==> config.mk <==
export PLATFORM = sky130hd
export DESIGN_NAME = maxpool_scheduler
export DESIGN_NICKNAME = d
export VERILOG_FILES = /design/src/rtl/maxpool_pkg.sv /design/src/rtl/maxpool_addr_gen.sv /design/src/rtl/maxpool_scheduler.sv
export SDC_FILE = /design/constraint.sdc
export NUM_CORES = 1
export LEC_CHECK = 0
export ABC_CLOCK_PERIOD_IN_PS = 3100
export BUFFER_PORTS_ARGS = -buffer_cell sky130_fd_sc_hd__clkbuf_2
export CAP_MARGIN = 10
export CORE_UTILIZATION = 56
export DETAILED_ROUTE_END_ITERATION = 10
export PLACE_DENSITY_LB_ADDON = 0.1
export SLEW_MARGIN = 0
export SYNTH_ARGS = -nofsm -noshare
export SYNTH_HDL_FRONTEND = slang
export SYNTH_HIERARCHICAL = 1
export SYNTH_SLANG_ARGS = --single-unit
==> constraint.sdc <==
create_clock -name clk -period 3.1 [get_ports clk]
set_input_delay 0 -clock clk [delete_from_list [all_inputs] [get_ports clk]]
set_output_delay 0 -clock clk [all_outputs]
set_load 0.005 [all_outputs]
==> src/rtl/maxpool_pkg.sv <==
// Shared types and width helpers for the 2x2 / stride-2 max-pool sequencer.
package maxpool_pkg;

  typedef enum logic [2:0] {
    StIdle,
    StFetch,
    StDrain,
    StOut,
    StDone
  } mp_state_t;

  // $clog2 that never yields a zero-width vector.
  function automatic int unsigned mp_clog2_min1(input int unsigned n);
    int unsigned w;
    w = $clog2(n);
    return (w == 0) ? 1 : w;
  endfunction

  // Read address width for an h x w x d feature map.
  function automatic int unsigned mp_addr_w(input int unsigned h, input int unsigned w,
                                            input int unsigned d);
    return mp_clog2_min1(h * w * d);
  endfunction

  // Output index width: one pooled value per 2x2 window, odd edges dropped.
  function automatic int unsigned mp_idx_w(input int unsigned h, input int unsigned w,
                                           input int unsigned d);
    return mp_clog2_min1(d * (h / 2) * (w / 2));
  endfunction

endpackage

==> src/rtl/maxpool_addr_gen.sv <==
// Window walker: channel / window-row / window-col / beat counters, the read
// address of the current beat, the pooled output index and last-window flag.
module maxpool_addr_gen
  import maxpool_pkg::*;
#(
  parameter int unsigned InputH = 28,
  parameter int unsigned InputW = 28,
  parameter int unsigned Depth  = 1,
  parameter int unsigned AW     = mp_addr_w(InputH, InputW, Depth),
  parameter int unsigned OW     = mp_idx_w(InputH, InputW, Depth)
) (
  input  logic          clk,
  input  logic          rst_n,
  input  logic          i_clear,
  input  logic          i_step,
  input  logic          i_advance,
  output logic [AW-1:0] o_rd_addr,
  output logic [OW-1:0] o_out_idx,
  output logic          o_first_beat,
  output logic          o_last_beat,
  output logic          o_last_win
);

  // Floor division drops a trailing odd row / column.
  localparam int unsigned WinH = InputH / 2;
  localparam int unsigned WinW = InputW / 2;
  localparam int unsigned DW   = mp_clog2_min1(Depth);
  localparam int unsigned RW   = mp_clog2_min1(WinH);
  localparam int unsigned CW   = mp_clog2_min1(WinW);

  logic [DW-1:0] r_d;
  logic [RW-1:0] r_wr;
  logic [CW-1:0] r_wc;
  logic [1:0]    r_k;

  logic          w_last_d;
  logic          w_last_wr;
  logic          w_last_wc;
  logic [AW-1:0] w_row;
  logic [AW-1:0] w_col;

  assign w_last_d  = (r_d == DW'(Depth - 1));
  assign w_last_wr = (r_wr == RW'(WinH - 1));
  assign w_last_wc = (r_wc == CW'(WinW - 1));

  // Beat order inside a window: (r,c), (r,c+1), (r+1,c), (r+1,c+1).
  assign w_row = AW'({r_wr, 1'b0}) + AW'(r_k[1]);
  assign w_col = AW'({r_wc, 1'b0}) + AW'(r_k[0]);

  assign o_rd_addr    = AW'(r_d) * AW'(InputH * InputW) + w_row * AW'(InputW) + w_col;
  assign o_out_idx    = OW'(r_d) * OW'(WinH * WinW) + OW'(r_wr) * OW'(WinW) + OW'(r_wc);
  assign o_first_beat = (r_k == 2'd0);
  assign o_last_beat  = (r_k == 2'd3);
  assign o_last_win   = w_last_d && w_last_wr && w_last_wc;

  // Beat counter steps per read; window counters roll wc, then wr, then d.
  always_ff @(posedge clk or negedge rst_n) begin
    if (!rst_n) begin
      r_d  <= '0;
      r_wr <= '0;
      r_wc <= '0;
      r_k  <= '0;
    end else if (i_clear) begin
      r_d  <= '0;
      r_wr <= '0;
      r_wc <= '0;
      r_k  <= '0;
    end else begin
      if (i_step) begin
        r_k <= r_k + 2'd1;  // wraps to 0 after the fourth beat
      end
      if (i_advance) begin
        if (w_last_wc) begin
          r_wc <= '0;
          if (w_last_wr) begin
            r_wr <= '0;
            r_d  <= w_last_d ? '0 : r_d + DW'(1);
          end else begin
            r_wr <= r_wr + RW'(1);
          end
        end else begin
          r_wc <= r_wc + CW'(1);
        end
      end
    end
  end

endmodule

==> src/rtl/maxpool_scheduler.sv <==
// 2x2 / stride-2 max-pool sequencer: serial fetch of four pixels per window
// through one signed comparator, one pooled value per window on valid/ready.
module maxpool_scheduler
  import maxpool_pkg::*;
#(
  parameter int unsigned DATA_WIDTH = 16,
  parameter int unsigned InputH     = 28,
  parameter int unsigned InputW     = 28,
  parameter int unsigned Depth      = 1,
  parameter int unsigned AW         = mp_addr_w(InputH, InputW, Depth),
  parameter int unsigned OW         = mp_idx_w(InputH, InputW, Depth)
) (
  input  logic                  clk,
  input  logic                  rst_n,
  input  logic                  start,
  output logic                  busy,
  output logic                  done,
  output logic                  rd_en,
  output logic [AW-1:0]         rd_addr,
  input  logic [DATA_WIDTH-1:0] rd_data,
  output logic                  out_valid,
  input  logic                  out_ready,
  output logic [DATA_WIDTH-1:0] out_data,
  output logic [OW-1:0]         out_idx
);

  mp_state_t r_state;
  logic      r_busy;
  logic      r_done;
  logic      r_rd_en;
  logic      r_out_valid;
  logic      r_rd_en_q;
  logic      r_first_q;

  logic signed [DATA_WIDTH-1:0] r_max;

  logic w_clear;
  logic w_advance;
  logic w_first_beat;
  logic w_last_beat;
  logic w_last_win;

  assign w_clear   = (r_state == StIdle) && start;
  assign w_advance = (r_state == StOut) && out_ready;

  maxpool_addr_gen #(
    .InputH (InputH),
    .InputW (InputW),
    .Depth  (Depth),
    .AW     (AW),
    .OW     (OW)
  ) u_addr_gen (
    .clk          (clk),
    .rst_n        (rst_n),
    .i_clear      (w_clear),
    .i_step       (r_rd_en),
    .i_advance    (w_advance),
    .o_rd_addr    (rd_addr),
    .o_out_idx    (out_idx),
    .o_first_beat (w_first_beat),
    .o_last_beat  (w_last_beat),
    .o_last_win   (w_last_win)
  );

  // Control FSM; every control output is a flop updated alongside the state.
  always_ff @(posedge clk or negedge rst_n) begin
    if (!rst_n) begin
      r_state     <= StIdle;
      r_busy      <= 1'b0;
      r_done      <= 1'b0;
      r_rd_en     <= 1'b0;
      r_out_valid <= 1'b0;
    end else begin
      unique case (r_state)
        StIdle: begin
          if (start) begin
            r_state <= StFetch;
            r_busy  <= 1'b1;
            r_rd_en <= 1'b1;
          end
        end
        StFetch: begin
          if (w_last_beat) begin
            r_state <= StDrain;
            r_rd_en <= 1'b0;
          end
        end
        StDrain: begin
          // Fourth beat lands in the max register this cycle.
          r_state     <= StOut;
          r_out_valid <= 1'b1;
        end
        StOut: begin
          if (out_ready) begin
            r_out_valid <= 1'b0;
            if (w_last_win) begin
              r_state <= StDone;
              r_done  <= 1'b1;
            end else begin
              r_state <= StFetch;
              r_rd_en <= 1'b1;
            end
          end
        end
        StDone: begin
          r_state <= StIdle;
          r_done  <= 1'b0;
          r_busy  <= 1'b0;
        end
        default: begin
          r_state     <= StIdle;
          r_busy      <= 1'b0;
          r_done      <= 1'b0;
          r_rd_en     <= 1'b0;
          r_out_valid <= 1'b0;
        end
      endcase
    end
  end

  // Running signed max; strict compare so ties keep the earlier pixel.
  always_ff @(posedge clk or negedge rst_n) begin
    if (!rst_n) begin
      r_rd_en_q <= 1'b0;
      r_first_q <= 1'b0;
      r_max     <= '0;
    end else begin
      r_rd_en_q <= r_rd_en;
      r_first_q <= r_rd_en && w_first_beat;
      if (r_rd_en_q && (r_first_q || ($signed(rd_data) > r_max))) begin
        r_max <= $signed(rd_data);
      end
    end
  end

  assign busy      = r_busy;
  assign done      = r_done;
  assign rd_en     = r_rd_en;
  assign out_valid = r_out_valid;
  assign out_data  = r_max;

endmodule

==> run summary <==
Port buffer count = 57
Most used cell along the critical path = fa_1
Die area = 5410 um^2
Worst-Skew Late Latency = 280 ps
Drc violations = 0
Vias in the first global route = 2192
CP Launch Point = u_addr_gen/r_wr[1]
Main synth FF type = dfrtp_1
Worst min path class = in2reg
Outcome = finished, final reports clean
CTS tree = yes
Sequential area share after synthesis = 0.306
FFs w/ async S/R, synth = 1.00
Placed Cells = 408
Busiest layer in global routing = met2
# clock sinks = 35
Startpoint types = flop
Crit path kind = reg2out
Crit-path max cell delay = 520 ps
FILL cells = 370
Hpwl dp = 4.08 mm
Fin crit share = 0.971
Place WS = 186 ps
Area leader, netlist = dfrtp_1
Worst path required time = 3100 ps
Synthesis warning total = 6
Detailed-route wire length = 5.70 mm
Met1 Resource Use GR = 0.259
Critical-path top delay cell = fa_1
Reg-to-reg startpoint = out_data[15]
Global Route Usage Sum = 0.224
Grt total ovfl = 0
Multi-input combinational cell area = 1860 um^2
CP arrival = 3010 ps
GR Util met3 = 0.0425
Cell variety after synth = 43
Hold_sp = out_ready
Max Cap Viol = 0
Final cell count without fillers = 441
Synthesized instance count = 288
Largest net degree at the start of global routing = 36
Top cell type's share of synthesized area = 0.306
Met2 usage = 0.415
DR WL/cell = 12.9 um
GPL Wtd Cong = 0.839
Max Slew Vio Count = 0
Clk root buf = clkbuf_8
Post-synth EDFFs = 0
Final net count = 445
Syn Nets = 360
Fmax = 332 MHz
Antenna Diode Count = 0
Hold Slack = 37.8 ps
Crit path cell chain = buf_4 -> buf_6 -> fa_1 -> inv_1 -> fa_1 -> inv_2 -> ha_4 -> a21oi_4 -> nor3_1 -> a211o_1 -> clkbuf_2
TritonRoute pass-1 iters = 4
Crit path buffers/inverters = 5
Maximum fanout along the worst path = 5
Min Clock Period, post-route = 3010 ps
# rows = 25
H-tree lvl count = 2
Num ports = 58
Die width = 73.5 um
DR iter-0 viols = 82
Synthesized flop and latch total = 35
Worst Setup End Kind = output port
Crit-path leading delay family = adder cells
Initial antenna violation count = 0
Starting Density = 0.595
First-pass GRT wire length = 9.33 mm
Max-Slew Margin vs Limit = 0.418
DR vias = 2284
RSZ-0062 raised after global routing = true
Synth Area per Inst = 9.95 um^2
CTS clock-pin slew for the worst setup and hold paths = 70 ps
Clock Tree Buf Depth = 2
Mapped Area = 2870 um^2
Post-DRT Antenna Nets = 0
Register area = 880 um^2
Layout area overhead = 26.1%
Chip height = 73.5 um
Ranking of synthesized cells by area = dfrtp_1 (31%), ha_1 (19%), fa_1 (5.6%), inv_1 (5.4%), mux2_4 (5.2%)
Worst slew pin tran = 873 ps
Vias per cell = 5.18
Core area = 4820 um^2
TritonCTS buffer count = 5
Layout Skew = 5.82 ps
Final Hold Vio Count = 0
Layout cells sized above 1 = 0.316
Post-route setup slack = 90.7 ps
Final setup violating endpoints = 0
-- cell usage after synthesis (3+ instances only) --
cell type   n
xor2_1      5
nand3_1     3
mux2_2      7
a211oi_1    3
a21oi_1    24
nor3_2      3
dfrtp_1    35
mux2_4     10
or3_1       3
a21o_1      6
mux2i_1     3
ha_1       44
buf_4       3
nor3_1      7
fa_1        8
nor2_1     14
nand2_1    18
xnor2_1     7
o21ai_0     9
inv_1      41
nand2b_1    3
-- path summary, 6_finish.rpt --
path                                           end  slack (ps)  cells past startpoint
max in group asynchronous       u_addr_gen/r_wr[2]        2140                      2
worst max register to register         out_data[0]         680                      8
worst max-delay path                    out_idx[7]          90                     11
worst min-delay path                    r_state[1]          40                      4
min in group asynchronous              out_data[4]         360                      2
worst min register to register                done         490                      1
-- cell families (layout without fill, tap and decap cells) --
logic type	count (synthesis)	count (layout)	synth area share
adders and majority gates	52	52	0.248
DFF	35	35	0.306
AOI/OAI and AO/OA	56	56	0.127
and+or+nand+nor	63	63	0.113
xor gates and xnor gates	13	13	0.0423
buffers and inverters	49	135	0.0746
muxes	20	20	0.0904
-- timing repair --
item / CTS / global route
gates cloned: 0 / 0
hold buffers: 18 / 0
buffers inserted: 3 / 4
setup endpoints to repair: 2 / 2
pin swaps: 3 / 11
resized for setup: 7 / 13
endpoints found under the hold margin: 52 / 0
-- registers in the layout (all words and copies together) (netlist names) --
signal and count:
out_data 16, u_addr_gen/r_wc 4, u_addr_gen/r_wr 4, r_state 3
u_addr_gen/r_k 2, busy 1, done 1, out_valid 1
r_first_q 1, r_rd_en_q 1, rd_en 1
-- cells in the final DEF, fill, tap and decap left out, drive strengths merged --
| cell type | count |
|---|---|
| a211o | 1 |
| a211oi | 3 |
| a21o | 6 |
| a21oi | 26 |
| a221oi | 1 |
| a22o | 1 |
| a2bb2oi | 1 |
| and2 | 2 |
| and3 | 2 |
| buf | 12 |
| clkbuf | 62 |
| clkinv | 1 |
| clkinvlp | 1 |
| dfrtp | 35 |
| dlygate4sd3 | 18 |
| fa | 8 |
| ha | 44 |
| inv | 41 |
| mux2 | 17 |
| mux2i | 3 |
| nand2 | 18 |
| nand2b | 3 |
| nand3 | 3 |
| nand3b | 2 |
| nand4 | 3 |
| nor2 | 14 |
| nor2b | 2 |
| nor3 | 10 |
| nor3b | 1 |
| o211ai | 1 |
| o21ai | 10 |
| o21bai | 3 |
| o221ai | 2 |
| o31ai | 1 |
| or3 | 3 |
| xnor2 | 7 |
| xor2 | 6 |
-- cell type report --
cell class / count / area share
Multi-Input combinational cell: 204 / 0.515
Clock buffer: 6 / 0.0201
Timing Repair Buffer: 86 / 0.153
Tap cell: 67 / 0.0232
Sequential cell: 35 / 0.243
Inverter: 41 / 0.0426
Clock inverter: 2 / 0.00346
-- worst reg2reg max path, cell delays in order (launching register included) --
cell	delay, ps
dfrtp_1	370
inv_1	50
ha_1	330
nand4_2	160
nor3_1	320
a2bb2oi_1	160
o211ai_4	370
buf_4	220
mux2_2	330
-- per-layer routing --
metal,vias up,wire (um)
met3,7,181
met5,-,0
li1,1147,-
met2,44,2910
met1,1086,2540
met4,0,65
-- metrics by stage --
stage | area, um^2 | util | setup TNS, ps
floorplan | 2870 | - | 0
global placement | 3210 | 0.665 | 0
detailed placement | 3210 | 0.665 | 0
CTS | 3520 | 0.731 | 0
global route | 3620 | 0.751 | -33.7
finish | 3620 | 0.751 | 0
Power is not shown: default switching activity piles up to over one toggle a cycle in this logic, so the estimate is an artifact.
